`config.mk`:
```
export PLATFORM = sky130hd
export DESIGN_NAME = shift_frame_ctrl_flat
export DESIGN_NICKNAME = d
export VERILOG_FILES = /design/src/rtl/shift_frame_pkg.sv /design/src/rtl/shift_frame_ctrl_if.sv /design/src/rtl/shift_frame_ctrl.sv /design/src/flat_wrapper.sv
export SDC_FILE = /design/constraint.sdc
export NUM_CORES = 1
export LEC_CHECK = 0
export BUFFER_PORTS_ARGS = -buffer_cell sky130_fd_sc_hd__buf_2
export CAP_MARGIN = 25
export CORE_MARGIN = 8
export CORE_UTILIZATION = 40
export CTS_BUF_LIST = sky130_fd_sc_hd__clkbuf_16
export DETAILED_ROUTE_END_ITERATION = 10
export MAX_ROUTING_LAYER = met4
export PLACE_DENSITY_LB_ADDON = 0.3
export SLEW_MARGIN = 10
export SYNTH_ARGS = -nofsm -noshare
export SYNTH_HDL_FRONTEND = slang
export SYNTH_SLANG_ARGS = --single-unit
```
`constraint.sdc`:
```
create_clock -name clk -period 2.34 [get_ports clk]
set_input_delay 0.234 -clock clk [delete_from_list [all_inputs] [get_ports clk]]
set_output_delay 0.234 -clock clk [all_outputs]
set_load 0.03 [all_outputs]
```
`src/rtl/shift_frame_pkg.sv`:
```
// Shared types and sizing helpers for the shift-register frame controller.
package shift_frame_pkg;

  typedef enum logic [1:0] {
    ST_IDLE,
    ST_SHIFT,
    ST_CAPTURE,
    ST_GAP
  } state_e;

  // Bits needed to hold 0..n inclusive, never less than one bit.
  function automatic int unsigned cnt_width(input int unsigned n);
    return (n < 1) ? 1 : $clog2(n + 1);
  endfunction

endpackage

```
`src/rtl/shift_frame_ctrl_if.sv`:
```
// Load handshake and frame-result bus between a requester and shift_frame_ctrl.
interface shift_frame_ctrl_if #(
  parameter int WIDTH = 4
);
  logic             load_valid;
  logic [WIDTH-1:0] load_data;
  logic             load_ready;
  logic             abort;
  logic             result_valid;
  logic [WIDTH-1:0] result_data;
  logic             match;
  logic             aborted;

  modport master (
    output load_valid, load_data, abort,
    input  load_ready, result_valid, result_data, match, aborted
  );

  modport slave (
    input  load_valid, load_data, abort,
    output load_ready, result_valid, result_data, match, aborted
  );
endinterface

```
`src/rtl/shift_frame_ctrl.sv`:
```
// Serialises one word MSB-first into an external shift register, reads it back
// in parallel and reports whether the loopback matched.
module shift_frame_ctrl
  import shift_frame_pkg::*;
#(
  parameter int WIDTH = 4,
  parameter int GAP   = 1
) (
  input  logic             clk,
  input  logic             rst,
  shift_frame_ctrl_if.slave bus,
  output logic             sr_in,
  output logic             sr_shift_en,
  input  logic [WIDTH-1:0] sr_par,
  output logic             busy
);

  localparam int CNT_W    = cnt_width(WIDTH);
  localparam int GAP_W    = cnt_width(GAP);
  localparam int GAP_LAST = (GAP > 0) ? GAP - 1 : 0;
  localparam logic [WIDTH-1:0] MSB_MASK = {1'b1, {(WIDTH-1){1'b0}}};

  state_e             state_q, state_d;
  logic [CNT_W-1:0]   cnt_q, cnt_d;
  logic [GAP_W-1:0]   gap_q, gap_d;
  logic [WIDTH-1:0]   word_q, word_d;
  logic [WIDTH-1:0]   result_data_q, result_data_d;
  logic               match_q, match_d;
  logic               result_valid_q, result_valid_d;
  logic               aborted_q, aborted_d;

  always_comb begin
    // NOTE: every variable gets a default before the case so no path leaves it unassigned (no latches).
    state_d        = state_q;
    cnt_d          = cnt_q;
    gap_d          = gap_q;
    word_d         = word_q;
    result_data_d  = result_data_q;
    match_d        = match_q;
    result_valid_d = 1'b0;
    aborted_d      = 1'b0;

    unique case (state_q)
      ST_IDLE: begin
        if (bus.load_valid) begin
          word_d  = bus.load_data;
          cnt_d   = '0;
          state_d = ST_SHIFT;
        end
      end
      ST_SHIFT: begin
        if (bus.abort) begin
          aborted_d = 1'b1;
          state_d   = ST_IDLE;
        end else begin
          cnt_d = cnt_q + CNT_W'(1);
          if (cnt_q == CNT_W'(WIDTH - 1)) state_d = ST_CAPTURE;
        end
      end
      ST_CAPTURE: begin
        if (bus.abort) begin
          aborted_d = 1'b1;
          state_d   = ST_IDLE;
        end else begin
          result_data_d  = sr_par;
          match_d        = (sr_par == word_q);
          result_valid_d = 1'b1;
          gap_d          = '0;
          state_d        = (GAP == 0) ? ST_IDLE : ST_GAP;
        end
      end
      ST_GAP: begin
        gap_d = gap_q + GAP_W'(1);
        if (gap_q == GAP_W'(GAP_LAST)) state_d = ST_IDLE;
      end
      default: state_d = ST_IDLE;
    endcase
  end

  // NOTE: sequential state uses non-blocking assignments so all flops update together at the edge.
  always_ff @(posedge clk) begin
    if (rst) begin
      state_q        <= ST_IDLE;
      cnt_q          <= '0;
      gap_q          <= '0;
      word_q         <= '0;
      result_data_q  <= '0;
      match_q        <= 1'b0;
      result_valid_q <= 1'b0;
      aborted_q      <= 1'b0;
    end else begin
      state_q        <= state_d;
      cnt_q          <= cnt_d;
      gap_q          <= gap_d;
      word_q         <= word_d;
      result_data_q  <= result_data_d;
      match_q        <= match_d;
      result_valid_q <= result_valid_d;
      aborted_q      <= aborted_d;
    end
  end

  // NOTE: outputs are gated by rst so they read 0 from the first reset cycle, before the state flops clear.
  assign sr_shift_en      = !rst && (state_q == ST_SHIFT);
  assign sr_in            = sr_shift_en && |(word_q & (MSB_MASK >> cnt_q));
  assign busy             = !rst && (state_q != ST_IDLE);
  assign bus.load_ready   = !rst && (state_q == ST_IDLE);
  assign bus.result_valid = !rst && result_valid_q;
  assign bus.aborted      = !rst && aborted_q;
  assign bus.match        = !rst && match_q;
  assign bus.result_data  = rst ? '0 : result_data_q;

endmodule

```
`src/flat_wrapper.sv`:
```
// flat-port wrapper written by rule: the top's interface ports become plain ports
module shift_frame_ctrl_flat import shift_frame_pkg::*;
#(
  parameter int WIDTH = 4,
  parameter int GAP   = 1
)
  (clk, rst, sr_in, sr_shift_en, sr_par, busy, bus_load_valid, bus_load_data, bus_abort, bus_load_ready, bus_result_valid, bus_result_data, bus_match, bus_aborted);
  shift_frame_ctrl_if #(.WIDTH(WIDTH)) bus_i ();
  input  logic clk;
  input  logic rst;
  output logic sr_in;
  output logic sr_shift_en;
  input  logic [WIDTH-1:0] sr_par;
  output logic busy;
  input wire logic [$bits(bus_i.load_valid)-1:0] bus_load_valid;
  input wire logic [$bits(bus_i.load_data)-1:0] bus_load_data;
  input wire logic [$bits(bus_i.abort)-1:0] bus_abort;
  output wire logic [$bits(bus_i.load_ready)-1:0] bus_load_ready;
  output wire logic [$bits(bus_i.result_valid)-1:0] bus_result_valid;
  output wire logic [$bits(bus_i.result_data)-1:0] bus_result_data;
  output wire logic [$bits(bus_i.match)-1:0] bus_match;
  output wire logic [$bits(bus_i.aborted)-1:0] bus_aborted;
  assign bus_i.load_valid = bus_load_valid;
  assign bus_i.load_data = bus_load_data;
  assign bus_i.abort = bus_abort;
  assign bus_load_ready = bus_i.load_ready;
  assign bus_result_valid = bus_i.result_valid;
  assign bus_result_data = bus_i.result_data;
  assign bus_match = bus_i.match;
  assign bus_aborted = bus_i.aborted;
  shift_frame_ctrl #(.WIDTH(WIDTH), .GAP(GAP)) u_core (.clk(clk), .rst(rst), .bus(bus_i), .sr_in(sr_in), .sr_shift_en(sr_shift_en), .sr_par(sr_par), .busy(busy));
endmodule
```
* Word level (Yosys, flattened, before mapping)
Index checks and enable logic that the tools add are counted.
** Word-level totals
- Register bits after elaboration :: 17
- Input port bits :: 12
- Output and inout port bits :: 11
- Word-level logic and storage cells :: 60
** Operators by class
- Add/subtract/negate cells :: 2
- Equal/unequal tests :: 10
- Shift-type cells :: 1
- Mux-type cells :: 14
- Bitwise gates (word level) :: 4
- Reductions and logical operators :: 21
** Operators by type and width (count)
- two-way mux 2 bit :: 5
- inequality test 2 bit, second input constant :: 4
- one-hot mux 2 bit (4 select lines) :: 1
- logical AND 1 bit :: 7
- two-way mux 3 bit :: 2
- one-hot mux 3 bit (2 select lines) :: 1
- AND reduction 2 bit :: 3
- AND reduction 3 bit :: 2
- nonzero test 2 bit :: 3
- OR reduction 2 bit :: 3
- AND 4 bit :: 1
- == test 2 bit, second input constant :: 2
- == test 4 bit :: 1
- two-way mux 4 bit :: 1
- OR reduction 4 bit :: 1
- >> shifter 4 x 3 -> 4 bit, first input constant :: 1
- adder 3 x 1 -> 3 bit, second input constant :: 1
- == test 3 x 2 -> 1 bit, second input constant :: 1
- two-way mux 1 bit :: 3
- inequality test 3 x 2 -> 1 bit, second input constant :: 1
- inverter 1 bit :: 3
- == test 2 x 1 -> 1 bit, second input constant :: 1
- logical NOT 2 bit :: 1
- one-hot mux 1 bit (2 select lines) :: 1
- other kinds (2) :: 2

* Depth between registers and ports, before layout
- Depth in word-level cells :: 4
- Mapped depth :: 7
- Gate-level depth less buffers :: 6

* Least setup slack after synthesis
OpenSTA, ideal clock, no wires.
- Kind :: reg-to-output
- From :: register u_core.state_q[1]
- To :: output port sr_in
- Arrival time :: 1527 ps
- Data required time :: 2106 ps
- Path slack :: 579 ps
- Cell stages (with the launch flop) :: 5
- Buffers on the path :: 0
- Cell sequence :: dfxtp_1 -> inv_1 -> ha_1 -> nor2b_1 -> and2_1
** On the way
- Cells in the longest elaborated chain, start to end :: 3
** RTL lines
- start: declaration :: RTL line shift_frame_ctrl.sv:23 : state_e state_q, state_d;
- start signal: assignment :: RTL line shift_frame_ctrl.sv:92 : state_q <= state_d;
- == test 2 x 1 -> 1 bit :: RTL line shift_frame_ctrl.sv:104 : assign sr_shift_en = !rst && (state_q == ST_SHIFT);
- logical AND 1 bit :: RTL line shift_frame_ctrl.sv:104
- named net sr_shift_en :: RTL line flat_wrapper.sv:12 : output logic sr_shift_en;
- logical AND 1 bit :: RTL line shift_frame_ctrl.sv:105 : assign sr_in = sr_shift_en && |(word_q & (MSB_MASK >> cnt_q));
- end: declaration :: RTL line flat_wrapper.sv:11 : output logic sr_in;
The timed path passes the listed nets, and every way through them passes these cells.

* Worst setup path after layout
- From :: register u_core.cnt_q[0]
- To :: output port sr_in
** On the way
- Cells in the longest elaborated chain, start to end :: 4
** RTL lines
- start: declaration :: RTL line shift_frame_ctrl.sv:24 : logic [CNT_W-1:0] cnt_q, cnt_d;
- start signal: assignment :: RTL line shift_frame_ctrl.sv:93 : cnt_q <= cnt_d;
- >> shifter 4 x 3 -> 4 bit :: RTL line shift_frame_ctrl.sv:105
- AND 4 bit :: RTL line shift_frame_ctrl.sv:105
- OR reduction 4 bit :: RTL line shift_frame_ctrl.sv:105
- logical AND 1 bit :: RTL line shift_frame_ctrl.sv:105
Every way passes these cells.

==> reports/results.env <==
FLOORPLAN.IO_PINS=23
REMAINING_DRC_ERRORS=0
AREA_DELTA_SYNTH_FINAL_PCT=21.9
R2R-END='u_core.cnt_q[1]'
RSZ0062_AT_GRT='no'
FINAL_LAYOUT_SIZE_SUFFIX_GT1_SHARE_PCT=22.5
SLEW-LIMIT-HEADROOM_PCT=69.2
CORE_AREA_UM2=2210
SETUP_TNS_NS=0
WIRE_PER_INST_UM=12.9
HOLD_WC_PATH_TYPE='primary input to register'
DRT_FIRST_PASS_ITERS=4
TIMING.CRITICAL_PATH.FANOUT_MAX=4
N_ANTENNA_CELL=0
POST-PLACE-WS_NS=0.604
FIRST_GLOBAL_VIAS=777
REG_TO_REG_START='u_core.state_q[0]'
SYNTH.FF_LATCH_COUNT=17
SETUP_VIOL=0
CTS_ROOT_BUFFER='sky130_fd_sc_hd__clkbuf_16'
FLOORPLAN.DIE.HEIGHT_UM=64.2
CLKSLEWWORSTSETUPHOLDPATHS_NS=0.05
TIGHTESTPINTRANSITION_NS=0.462
CRITPATHKIND='register to output pin'
MAPPEDNETLISTNETS=130
YOSYSUNIQUECELLTYPES=27
FMAX_MHz=521
R2R_CELLS=6
ROUTE.ANTENNA.REMAINING_NETS=0
H-TREE-DEPTH=1
GROUTE.USAGE.OVERALL_PCT=10.4
GLOBALPLACE.CONGESTION=0.759
POWER.DENSITY_CELL_AREA_nW_PER_UM2=697
PLACE_HPWL_UM=1530
SYN_AREA_UM2=931
TIMING.CLOCK.SKEW_NS=0.00147
WORSTPATHCELLLIST='inv_1 -> ha_1 -> a222oi_1 -> o21ai_0 -> and2_1 -> buf_2'
FIN_NETS=152
POST_DRT_VIA_CELL_RATIO=4.95
PLACEMENT_ROWS=17
GLOBALROUTEOVERFLOWTOTAL=0
CLOCK_PATH_BUFFERS=2
INITIAL_CORE_UTIL_PCT=42.1
FINALHOLDVIOLATIONS=0
DRV.MAX_CAP_VIOLATION_COUNT=0
SYNTH-WARNING-COUNT=0
FIN_WS_NS=0.421
POST_SYNTH.CELL_AREA_AVG_UM2=8.62
CLK-INSERTION-DELAY-LATE_NS=0.25
TRITONCTS='built'
FINALCRITPERIODSHARE_PCT=82.0
HOLD_PATH_STARTPOINT='bus_load_data[2]'
CRIT_PATH_MAX_INCR_DELAY_NS=0.37
CRITPATHSLOWESTCELL='sky130_fd_sc_hd__dfxtp_1'
TIMING.FINAL.CRIT_PERIOD_NS=1.92
GRT_ANTENNA_BEFORE_REPAIR=0
OUTCOME='completed'
SYN-INSTANCE-COUNT=108
CTS_RESIZED=0
SYNTH_TOP_CELL_AREA_SHARE_PCT=36.6
CTS_BUFFERS=3
CLOCK_TREE_SINKS=17
DR.FIRST_ITER.DRC_COUNT=23
CRITPATHLAUNCHTYPE='register'
FILLERINSTANCES=230
POST-SYNTH-TOP-AREA-CELL='sky130_fd_sc_hd__dfxtp_1'
POST_SYNTHESIS_SEQUENTIAL_AREA_RATIO_PCT=36.6
CP.ARRIVAL_NS=1.68
FP.DIEAREA_UM2=4130
REPORTED_LEAKAGE_POWER_nW=0.526
PORT_BUF_INSERTS=22
DIE_W_UM=64.2
REG2REG_SLACK_NS=0.60
CRITICAL_PATH.ENDPOINT='sr_in'
YOSYS-TOP-CELLS-AREA='sky130_fd_sc_hd__dfxtp_1, sky130_fd_sc_hd__ha_1, sky130_fd_sc_hd__nor2b_1'
IR_DROP_uV=507
CRIT_REQUIRED_NS=2.11
DR_TOTAL_VIAS=777
WORST_SETUP_PATH_STARTPOINT='u_core.cnt_q[0]'
GRT_FIRST_PASS_WIRELENGTH_UM=3330
SETUP.WORST_PATH.END_CLASS='output pin'
ROUTE.FINAL.WIRE_LENGTH_UM=2020
POST-CTS-SETUP-BUFFER-COUNT=0
MAXSLEWVIOLCOUNT=0
GRT_START_MAX_NET_PINS=27
HOLD_BUFFERS=0
logic make-up after synthesis:
logic type,after synthesis,share of synthesized area [%]
XOR/XNOR,4,3.76
adder cells (fa/ha/maj),10,13.4
AO/OA/AOI/OAI,13,9.81
buffers and inverters,11,4.70
multiplexers,6,6.59
AND/OR/NAND/NOR,47,25.1
flip-flops,17,36.6
metrics by stage:
step | hold WS [ns] | instances | util [%] | instance area, um2 | power [mW]
2_1_floorplan | 0.348 | 108 | - | 931 | 0.420
5_1_grt | 0.247 | 157 | 51.3 | 1130 | 0.834
3_3_place_gp | 0.468 | 153 | 47.7 | 1050 | 0.453
6_report | 0.235 | 157 | 51.3 | 1130 | 0.791
3_5_place_dp | 0.481 | 153 | 47.7 | 1050 | 0.457
4_1_cts | 0.231 | 157 | 51.3 | 1130 | 0.802
cell usage after synthesis (all sizes together):
cell type  instances
dfxtp             17
nand2             11
nor2              11
ha                10
nor2b              9
a21oi              7
inv                6
nand3              6
mux2i              5
nand2b             5
clkbuf             3
xor2               3
buf                2
a211oi             1
a222oi             1
a2bb2oi            1
a32o               1
and2               1
mux2               1
nand3b             1
nor3               1
nor3b              1
o21ai              1
o221ai             1
or4                1
xnor2              1
flip-flops by register name, indices dropped and copies added (netlist names):
| register | flops |
|---|---|
| u_core.aborted_q | 1 |
| u_core.cnt_q | 3 |
| u_core.gap_q | 1 |
| u_core.match_q | 1 |
| u_core.result_data_q | 4 |
| u_core.result_valid_q | 1 |
| u_core.state_q | 2 |
| u_core.word_q | 4 |
layout make-up:
type	instances	area [um2]	share of cell area (%)
Tap cell	28	35.0	3.09
Inverter	6	22.5	1.98
Clock inverter	1	5.00	0.441
Multi-Input combinational cell	80	547	48.2
Timing Repair Buffer	22	110	9.70
Sequential cell	17	340	30.0
Clock buffer	3	75.1	6.62
metal layers:
metal / GRT usage (%) / part of all wire [%]
met1: 9.80 / 41
met3: 5.75 / 8.0
met4: 4.09 / 1.7
met5: - / 0
met2: 17.3 / 49
critical path, delay by kind of cell (launching register included):
kind | cells | cell delay, ns
buffers and inverters | 2 | 0.27
AOI/OAI and AO/OA | 2 | 0.42
and+or+nand+nor | 1 | 0.16
adders and majority gates | 1 | 0.21
DFF | 1 | 0.37
worst min-delay path by stage:
stage                                          to  slack, ns  cells past startpoint
final                            u_core.word_q[2]       0.24                      3
after global routing             u_core.word_q[3]       0.25                      3
after detailed placement  u_core.result_data_q[0]       0.48                      2
after floorplan                  u_core.aborted_q       0.35                      2
after CTS                        u_core.word_q[2]       0.23                      3
after global placement    u_core.result_data_q[3]       0.47                      2
power by group:
part / switching, mW / total, mW / internal (mW)
sequential: 0.0108 / 0.314 / 0.303
clock: 0.112 / 0.341 / 0.229
combinational: 0.0818 / 0.137 / 0.0547
total: 0.204 / 0.791 / 0.586
layout by cell type (no fill, tap or decap), types with 3 or more instances in the layout:
cell type / n
sky130_fd_sc_hd__nand3_1: 6
sky130_fd_sc_hd__a21oi_1: 7
sky130_fd_sc_hd__buf_2: 22
sky130_fd_sc_hd__nor2b_1: 9
sky130_fd_sc_hd__dfxtp_1: 17
sky130_fd_sc_hd__inv_1: 5
sky130_fd_sc_hd__nand2_1: 11
sky130_fd_sc_hd__nor2_1: 11
sky130_fd_sc_hd__nand2b_1: 5
sky130_fd_sc_hd__xor2_1: 3
sky130_fd_sc_hd__mux2i_1: 5
sky130_fd_sc_hd__ha_1: 10
sky130_fd_sc_hd__clkbuf_16: 3
(Power assumes the default switching activity.)
